### src/rtl/fmap_feeder_pkg.sv
// Shared types and constants for the feature-map feeder.
// Build option FMAP_FEEDER_PAD_EN (see fmap_feeder.sv) does not affect this package.
package fmap_feeder_pkg;

    typedef enum logic [1:0] {
        IDLE   = 2'd0,
        STREAM = 2'd1,
        FLUSH  = 2'd2
    } state_t;

    localparam int FM_M   = 8;
    localparam int FM_S   = 482;
    localparam int FM_AW  = 18;
    localparam int PASS_W = 8;

    // Ceiling log2, usable in parameter expressions (value >= 2 expected).
    function automatic int fm_clog2(input int value);
        int r;
        r = 0;
        for (int v = value - 1; v > 0; v = v >> 1) begin
            r++;
        end
        return r;
    endfunction

endpackage

### src/rtl/fmap_feeder_if.sv
// Control, frame-memory and pixel-output signals of the feature-map feeder.
// master: the feeder itself; slave: its environment (memory, sequencer, consumer).
interface fmap_feeder_if #(
    parameter int M  = 8,
    parameter int AW = 18
);
    logic          start;
    logic [7:0]    n_pass;
    logic          hold;
    logic          mem_rd_en;
    logic [AW-1:0] mem_addr;
    logic [M-1:0]  mem_rdata;
    logic [M-1:0]  din;
    logic          valid_in;
    logic          repeat_in;
    logic          busy;
    logic          done;

    modport master (
        input  start, n_pass, hold, mem_rdata,
        output mem_rd_en, mem_addr, din, valid_in, repeat_in, busy, done
    );

    modport slave (
        output start, n_pass, hold, mem_rdata,
        input  mem_rd_en, mem_addr, din, valid_in, repeat_in, busy, done
    );

endinterface

### src/rtl/fmap_feeder_raster_counter.sv
// Raster x/y/pass position counter for the feeder, with wrap, last-pixel and border flags.
// Build option FMAP_FEEDER_PAD_EN does not change this module.
module raster_counter
    import fmap_feeder_pkg::*;
#(
    parameter int S  = FM_S,
    parameter int XW = fm_clog2(FM_S)
) (
    input  logic              clk,
    input  logic              rst,
    input  logic              clr,
    input  logic              en,
    input  logic [PASS_W-1:0] last_pass,
    output logic [XW-1:0]     x,
    output logic [XW-1:0]     y,
    output logic [PASS_W-1:0] pass,
    output logic              x_wrap,
    output logic              last_pix,
    output logic              last_all,
    output logic              border
);

    localparam logic [XW-1:0] EDGE = XW'(S - 1);

    assign x_wrap   = (x == EDGE);
    assign last_pix = x_wrap && (y == EDGE);
    assign last_all = last_pix && (pass == last_pass);
    assign border   = (x == '0) || (y == '0) || x_wrap || (y == EDGE);

    // NOTE: the reset branch sits in the sensitivity list so rst acts without a clock edge.
    always_ff @(posedge clk or posedge rst) begin
        if (rst) begin
            x    <= '0;
            y    <= '0;
            pass <= '0;
        end else if (clr) begin
            x    <= '0;
            y    <= '0;
            pass <= '0;
        end else if (en) begin
            // NOTE: non-blocking updates keep every flop reading pre-edge values.
            if (x_wrap) begin
                x <= '0;
                if (y == EDGE) begin
                    y    <= '0;
                    pass <= last_all ? '0 : pass + 1'b1;
                end else begin
                    y <= y + 1'b1;
                end
            end else begin
                x <= x + 1'b1;
            end
        end
    end

endmodule

### src/rtl/fmap_feeder.sv
// Streams a stored feature map, S x S pixels per pass, for n_pass passes into the conv input.
// FMAP_FEEDER_PAD_EN: memory holds the (S-2)^2 interior and the zero border is synthesised.
module fmap_feeder
    import fmap_feeder_pkg::*;
#(
    parameter int M  = FM_M,
    parameter int S  = FM_S,
    parameter int AW = FM_AW
) (
    input  logic          clk,
    input  logic          rst,
    fmap_feeder_if.master bus
);

    localparam int XW = fm_clog2(S);
`ifdef FMAP_FEEDER_PAD_EN
    localparam logic [AW-1:0] ROW_STEP = AW'(S - 2);
`else
    localparam logic [AW-1:0] ROW_STEP = AW'(S);
`endif

    state_t            state;
    state_t            state_nxt;
    logic              accept;
    logic              issue;
    logic [PASS_W-1:0] last_pass;
    logic [XW-1:0]     x;
    logic [XW-1:0]     y;
    logic [PASS_W-1:0] pass;
    logic              x_wrap;
    logic              last_pix;
    logic              last_all;
    logic              border;
    logic [AW-1:0]     row_base;
    logic [AW-1:0]     rd_addr;
    logic              rd_en;
    logic              valid_q;
    logic              repeat_q;
    logic              zero_q;
    logic [M-1:0]      din_mux;

    raster_counter #(
        .S  (S),
        .XW (XW)
    ) u_raster (
        .clk       (clk),
        .rst       (rst),
        .clr       (accept),
        .en        (issue),
        .last_pass (last_pass),
        .x         (x),
        .y         (y),
        .pass      (pass),
        .x_wrap    (x_wrap),
        .last_pix  (last_pix),
        .last_all  (last_all),
        .border    (border)
    );

    always_ff @(posedge clk or posedge rst) begin
        if (rst) state <= IDLE;
        else     state <= state_nxt;
    end

    // NOTE: every output of this block gets a default first, so no path can infer a latch.
    always_comb begin
        state_nxt = state;
        accept    = 1'b0;
        issue     = 1'b0;
        unique case (state)
            IDLE: begin
                if (bus.start) begin
                    accept    = 1'b1;
                    state_nxt = STREAM;
                end
            end
            STREAM: begin
                if (!bus.hold) begin
                    issue = 1'b1;
                    if (last_all) state_nxt = FLUSH;
                end
            end
            FLUSH:   state_nxt = IDLE;
            default: state_nxt = IDLE;
        endcase
    end

    // A zero pass count runs the map once.
    always_ff @(posedge clk or posedge rst) begin
        if (rst)         last_pass <= '0;
        else if (accept) last_pass <= (bus.n_pass == '0) ? '0 : bus.n_pass - 1'b1;
    end

    // Row base advances by one memory row each time a raster row that holds stored pixels ends.
    always_ff @(posedge clk or posedge rst) begin
        if (rst) begin
            row_base <= '0;
        end else if (accept) begin
            row_base <= '0;
        end else if (issue && x_wrap) begin
            if (last_pix) begin
                row_base <= '0;
`ifdef FMAP_FEEDER_PAD_EN
            end else if (y != '0) begin
                row_base <= row_base + ROW_STEP;
`else
            end else begin
                row_base <= row_base + ROW_STEP;
`endif
            end
        end
    end

`ifdef FMAP_FEEDER_PAD_EN
    assign rd_en   = issue && !border;
    assign rd_addr = row_base + AW'(x) - AW'(1);
`else
    logic unused_pad;
    assign unused_pad = border ^ (|y);
    assign rd_en      = issue;
    assign rd_addr    = row_base + AW'(x);
`endif

    assign bus.mem_rd_en = rd_en;
    assign bus.mem_addr  = rd_en ? rd_addr : '0;

    // Output stage: read data lands one cycle after issue, so only the tags are registered.
    always_ff @(posedge clk or posedge rst) begin
        if (rst) begin
            valid_q  <= 1'b0;
            repeat_q <= 1'b0;
            zero_q   <= 1'b0;
        end else begin
            valid_q  <= issue;
            repeat_q <= issue && (pass != '0);
            zero_q   <= issue && !rd_en;
        end
    end

    assign din_mux       = (valid_q && !zero_q) ? bus.mem_rdata : '0;
    assign bus.din       = din_mux;
    assign bus.valid_in  = valid_q;
    assign bus.repeat_in = repeat_q;
    assign bus.busy      = (state != IDLE);
    assign bus.done      = (state == FLUSH);

endmodule

### src/flat_wrapper.sv
// flat-port wrapper written by rule: the top's interface ports become plain ports
module fmap_feeder_flat import fmap_feeder_pkg::*;
#(
    parameter int M  = FM_M,
    parameter int S  = FM_S,
    parameter int AW = FM_AW
)
  (clk, rst, bus_start, bus_n_pass, bus_hold, bus_mem_rdata, bus_mem_rd_en, bus_mem_addr, bus_din, bus_valid_in, bus_repeat_in, bus_busy, bus_done);
  fmap_feeder_if #(.M(M), .AW(AW)) bus_i ();
  input  logic clk;
  input  logic rst;
  input wire logic [$bits(bus_i.start)-1:0] bus_start;
  input wire logic [$bits(bus_i.n_pass)-1:0] bus_n_pass;
  input wire logic [$bits(bus_i.hold)-1:0] bus_hold;
  input wire logic [$bits(bus_i.mem_rdata)-1:0] bus_mem_rdata;
  output wire logic [$bits(bus_i.mem_rd_en)-1:0] bus_mem_rd_en;
  output wire logic [$bits(bus_i.mem_addr)-1:0] bus_mem_addr;
  output wire logic [$bits(bus_i.din)-1:0] bus_din;
  output wire logic [$bits(bus_i.valid_in)-1:0] bus_valid_in;
  output wire logic [$bits(bus_i.repeat_in)-1:0] bus_repeat_in;
  output wire logic [$bits(bus_i.busy)-1:0] bus_busy;
  output wire logic [$bits(bus_i.done)-1:0] bus_done;
  assign bus_i.start = bus_start;
  assign bus_i.n_pass = bus_n_pass;
  assign bus_i.hold = bus_hold;
  assign bus_i.mem_rdata = bus_mem_rdata;
  assign bus_mem_rd_en = bus_i.mem_rd_en;
  assign bus_mem_addr = bus_i.mem_addr;
  assign bus_din = bus_i.din;
  assign bus_valid_in = bus_i.valid_in;
  assign bus_repeat_in = bus_i.repeat_in;
  assign bus_busy = bus_i.busy;
  assign bus_done = bus_i.done;
  fmap_feeder #(.M(M), .S(S), .AW(AW)) u_core (.clk(clk), .rst(rst), .bus(bus_i));
endmodule
### config.mk
export PLATFORM = sky130hd
export DESIGN_NAME = fmap_feeder_flat
export DESIGN_NICKNAME = d
export VERILOG_FILES = /design/src/rtl/fmap_feeder_pkg.sv /design/src/rtl/fmap_feeder_if.sv /design/src/rtl/fmap_feeder_raster_counter.sv /design/src/rtl/fmap_feeder.sv /design/src/flat_wrapper.sv
export SDC_FILE = /design/constraint.sdc
export NUM_CORES = 1
export LEC_CHECK = 0
export ABC_AREA = 1
export BUFFER_PORTS_ARGS = -buffer_cell sky130_fd_sc_hd__buf_4
export CAP_MARGIN = 10
export CORE_AREA = 2 2 86 88
export CTS_BUF_LIST = sky130_fd_sc_hd__clkbuf_2 sky130_fd_sc_hd__clkbuf_4 sky130_fd_sc_hd__clkbuf_8
export CTS_CLUSTER_SIZE = 40
export DETAILED_ROUTE_END_ITERATION = 8
export DIE_AREA = 0 0 88 90
export PLACE_DENSITY_LB_ADDON = 0.2
export RECOVER_POWER = 50
export SYNTH_ARGS = -nofsm -noshare
export SYNTH_HDL_FRONTEND = slang
export SYNTH_SLANG_ARGS = --single-unit
### constraint.sdc
create_clock -name clk -period 4 [get_ports clk]
set_input_delay 0.8 -clock clk [delete_from_list [all_inputs] [get_ports clk]]
set_output_delay 0.8 -clock clk [all_outputs]
set_load 0.01 [all_outputs]
Word-level counts from Yosys, hierarchy flattened
Index checks and enable logic that the tools add are counted.

Output and inout port bits: 31. Register bits: 56. Logic and storage cells: 63. Input port bits: 20.

Equal/unequal tests: 8. Mux-type cells: 26. Reduce and logical (&&, ||, !) cells: 15. Add/subtract/negate cells: 6.

Operators with widths (number): $mux 18 (4); $mux 9 (7); $mux 8 (7); $add 18x9->18 (1); $add 18x9->18 const B (1); $add 9x1->9 const B (2); $eq 9x9->1 const B (2); $reduce_bool 2->1 (5); $add 8x1->8 const B (1); $eq 8x8->1 (1); $logic_not 8->1 (1); $reduce_bool 8->1 (1); $sub 8x1->8 const B (1); $mux 2 (3); $ne 2x2->1 const B (3); $reduce_and 3->1 (2); $logic_and 1x1->1 (4); $mux 1 (4); $pmux 2 s2 (1); $eq 2x1->1 const B (1); $eq 2x2->1 const B (1); $logic_not 2->1 (1); $reduce_and 2->1 (1).

Depth between registers and ports, before layout
Word-level depth: 8. Depth in mapped cells: 11. Mapped depth without buffers: 11.

Cells and area by module
Synthesis repeated with hierarchy kept, for this count alone.

Cells, all modules: 631. Area total of the unflattened synthesis: 4260.3 µm².

Modules (own cells, without submodules): fmap_feeder (cells each 372, sequential area each 725.7 µm², area an instance 2421.1 µm², times used 1); raster_counter (cells each 259, sequential area each 650.6 µm², area an instance 1839.3 µm², times used 1).

Least setup slack after synthesis
Ideal clock, no wire load.

Kind: input port to output port. Start: in bus_hold. End: out bus_mem_addr[13]. Required time: 3.200 ns. Data arrival time: 1.566 ns. Buffers on the path: 1. Cell stages on the path: 4. Slack: 1.634 ns. Path through: nor2_8 buf_1 nand2_1 nor2_1.

Longest elaborated chain between the ends: 3.

Ends and longest elaborated chain: start, declared (RTL line flat_wrapper.sv:14) `input wire logic [$bits(bus_i.hold)-1:0] bus_hold;`; $mux 1 (RTL line fmap_feeder.sv:78) `if (!bus.hold) begin`; $mux 1 (RTL line fmap_feeder.sv:70) `unique case (state)`; named net bus_mem_rd_en (RTL line flat_wrapper.sv:16) `output wire logic [$bits(bus_i.mem_rd_en)-1:0] bus_mem_rd_en;`; $mux 18 (RTL line fmap_feeder.sv:125) `assign bus.mem_addr = rd_en ? rd_addr : '0;`; end, declared (RTL line flat_wrapper.sv:17) `output wire logic [$bits(bus_i.mem_addr)-1:0] bus_mem_addr;`.

The timed path passes the listed nets, and every way through them passes these cells.

Worst setup path in the final report
Start: reg u_core.row_base[2]. End: out bus_mem_addr[17].

Longest elaborated chain between the ends: 2.

Ends and longest elaborated chain: start, declared (RTL line fmap_feeder.sv:34) `logic [AW-1:0] row_base;`; start signal, assigned (RTL line fmap_feeder.sv:108) `row_base <= row_base + ROW_STEP;`; $add 18x9->18 (RTL line fmap_feeder.sv:121) `assign rd_addr = row_base + AW'(x);`; $mux 18 (RTL line fmap_feeder.sv:125).

No other way between the ends.

==> metrics.md <==
| Metric | Value |
|---|---|
| Req. time, crit path | `3200 ps` |
| Sw Share | `0.423` |
| Clock tree from TritonCTS | `done` |
| Seq/Total Area, Yosys | `0.334` |
| Gpl congestion | `0.928` |
| P_sw | `0.934 mW` |
| TritonCTS Sinks | `55` |
| Comb power frac | `0.420` |
| Hold path endpoint | `u_core.last_pass[4]` |
| Clock skew | `13.9 ps` |
| Async SR Flop Fraction | `1.00` |
| Synth Register Bits | `55` |
| Crit Path Category | `register to primary output` |
| Starting Density | `0.588` |
| Wire per inst | `12.5 µm` |
| Initial antenna violation count | `0` |
| Worst R2R Start | `u_core.state[1]` |
| Met2 WL post-DR | `4550 µm` |
| Final Slew Violations | `0` |
| Static Leak | `2.50 nW` |
| Reg power frac | `0.400` |
| Worst Hold Path Cells | `2` |
| Die X | `88 µm` |
| Hold Path Class | `register to register` |
| Reg2Reg Setup Slack | `between 1000 and 1500 ps` |
| CTS Hold Bufs | `0` |
| Yosys cell types | `40` |
| Final nets | `just over 700` |
| Worst Tran Pin Value | `between 1000 and 1500 ps` |
| Worst R2R Path Depth | `10` |
| Period Utilization, post-route | `0.750` |
| VDD IR-drop max | `0.000256 V` |
| Clk pin slew, worst setup/hold paths | `between 100 and 150 ps` |
| Detail Route Antenna Nets | `0` |
| TNS Setup | `0 ps` |
| Area after DPL | `4510 µm²` |
| Synth warn | `0` |
| Vias/cell | `5.21` |
| Met3 wire length | `415 µm` |
| Top sig layer | `met4` |
| M1 WL | `4520 µm` |
| Final instance area | `4600 µm²` |
| Hold path start | `u_core.last_pass[4]` |
| First-pass GRT wire length | `17200 µm` |
| CTS resizes | `0` |
| Root Driver | `clkbuf_8` |
| Vias in the first global route | `3840` |
| Commonest non-fill, non-tap cell in the layout | `nand2_1` |
| Residual DRC | `0` |
| Clk pwr share | `0.180` |
| Vias after detailed routing | `4004` |
| Net Count, Synth | `roughly 660` |
| Core area | `approximately 7000 µm²` |
| Max Clk Rate | `0.333 GHz` |
| Num ports | `51` |
| CTS Buf Count | `5` |
| Post-CTS setup buffer count | `0` |
| First-pass iteration count of the detailed router | `4` |
| Status | `finished, final reports clean` |
| Clk Latency, worst-skew pair | `320 ps` |
| P&R area growth vs syn | `11.4%` |
| Area of the mapped netlist | `4130 µm²` |
| IO Port Bufs | `50` |
| Syn avg cell area | `6.58 µm²` |
| Die Area | `7920 µm²` |
| Final count of hold timing violations | `0` |
| Max-Slew Margin vs Limit | `0.0725` |
| Number of enable flip-flop cells after synthesis | `0` |
| Power Density | `480 nW/µm²` |
| Critical Path AT | `2200 ps` |
| Pin count of the biggest net entering global routing | `36` |
| Power Internal | `1.27 mW` |
| RSZ-0062 raised after global routing | `no` |
| Grt ovf | `0` |
| H-tree depth | `2` |
| Share of cells above drive strength 1 | `0.101` |
| Ant. Diodes | `0` |
| Crit path time final | `3000 ps` |
| Mapped Cells | `627` |
| Global Route Usage Sum | `0.264` |
| Synth Flop Type | `dfrtp_1` |
| Rows | `31` |
| Die Y-Extent | `90 µm` |
| Nature of the critical path startpoint | `register` |
| Reg2reg end | `u_core.row_base[11]` |
| CP Max Fanout | `6` |
| Setup crit end kind | `primary output` |
| Max-cap violations | `0` |
| DR iter-0 viols | `269` |
| Hpwl dp | `7190 µm` |
| Worst-case clock buffer depth | `2` |
| Most frequent cells in the layout | `nand2_1 (199), inv_1 (96), nor2_1 (80), dfrtp_1 (55), buf_4 (45)` |
| Drt total wl | `9600 µm` |
| Final Setup Violations | `0` |
==> registers in the layout, indices dropped and copies added (netlist names) <==
name                  count
u_core.row_base          17
u_core.u_raster.x         9
u_core.u_raster.y         9
u_core.last_pass          8
u_core.u_raster.pass      8
u_core.state              2
u_core.bus.repeat_in      1
u_core.bus.valid_in       1
==> worst max-delay path: stages, from the launching register on <==
cell,delay (ps)
dfrtp_1,450
ha_1,340
nand2_1,80
nand2_1,90
nand2_1,80
nand3_1,180
nand2_1,110
nand2_1,140
nand3_1,120
nand2_1,60
nor2_1,100
buf_4,130
==> power groups by stage <==
stage,registers [mW],logic (mW),clock network (mW)
CTS,0.880,0.933,0.402
floorplan,0.806,0.759,0
global placement,0.881,0.895,0
finish,0.883,0.927,0.397
detailed placement,0.891,0.924,0
global route,0.915,1.08,0.426
==> cells in the mapped netlist, types with 2 or more instances <==
cell type / number / area (µm²)
xor2_1: 4 / 35.0
nor4_1: 2 / 12.5
nor2_2: 2 / 12.5
xnor2_1: 10 / 87.6
nand4_1: 15 / 93.8
o21a_1: 2 / 15.0
a21oi_1: 27 / 135
nor2_1: 79 / 297
clkbuf_1: 2 / 7.51
o21ai_0: 27 / 135
nand2_1: 197 / 739
nor3_1: 12 / 60.1
nand3_1: 35 / 175
inv_1: 95 / 357
o21bai_1: 2 / 15.0
buf_2: 6 / 30.0
nand2_4: 2 / 22.5
ha_1: 17 / 213
inv_2: 3 / 11.3
dfrtp_1: 55 / 1380
buf_6: 5 / 56.3
o22ai_1: 6 / 37.5
nand2_2: 5 / 31.3
==> worst max-delay path by stage <==
| stage | slack [ps] | cells after the start | endpoint | startpoint |
|---|---|---|---|---|
| floorplan | 1630 | 4 | bus_mem_addr[13] | bus_hold |
| global placement | 1440 | 11 | bus_mem_addr[13] | u_core.u_raster.x[2] |
| detailed placement | 1400 | 6 | u_core.u_raster.y[2] | bus_start |
| CTS | 1030 | 11 | bus_mem_addr[17] | u_core.u_raster.x[2] |
| global route | 800 | 11 | bus_mem_addr[9] | u_core.row_base[2] |
| finish | 1000 | 11 | bus_mem_addr[17] | u_core.row_base[2] |
==> area by class of cell <==
| class | count | area, µm² |
|---|---|---|
| clock buffers | 6 | 82.6 |
| clock inverters | 2 | 35.0 |
| fillers | 647 | 2420 |
| inverters | 98 | 368 |
| multi-input cells | 458 | 2250 |
| flip-flops and latches | 55 | 1380 |
| well taps | 99 | 124 |
| repair buffers | 51 | 364 |
==> metrics by stage <==
| stage | instances | power, mW | setup WS, ps | hold slack, ps | utilization |
|---|---|---|---|---|---|
| 2_1_floorplan | 627 | 1.57 | 1630 | 473 | - |
| 3_3_place_gp | 761 | 1.78 | 1440 | 493 | 0.643 |
| 3_5_place_dp | 761 | 1.82 | 1400 | 499 | 0.643 |
| 4_1_cts | 769 | 2.22 | 1030 | 523 | 0.660 |
| 5_1_grt | 769 | 2.42 | 802 | 573 | 0.655 |
| 6_report | 769 | 2.21 | 1000 | 525 | 0.655 |
==> per-layer routing <==
layer | vias to the layer above | global-route usage
met4 | 0 | 0.0795
met3 | 12 | 0.0358
met5 | - | 0
li1 | 2054 | -
met2 | 86 | 0.432
met1 | 1852 | 0.360
==> cell families (layout without fill, tap and decap cells) <==
family / after synthesis / count (layout) / synth area share
adders and majority gates: 17 / 17 / 0.0515
DFF: 55 / 55 / 0.334
xor gates and xnor gates: 14 / 14 / 0.0297
AOI/OAI and AO/OA: 71 / 71 / 0.0964
buffers and inverters: 114 / 157 / 0.118
and+or+nand+nor: 356 / 356 / 0.371
Note: power is estimated with default switching activity, not from simulation.
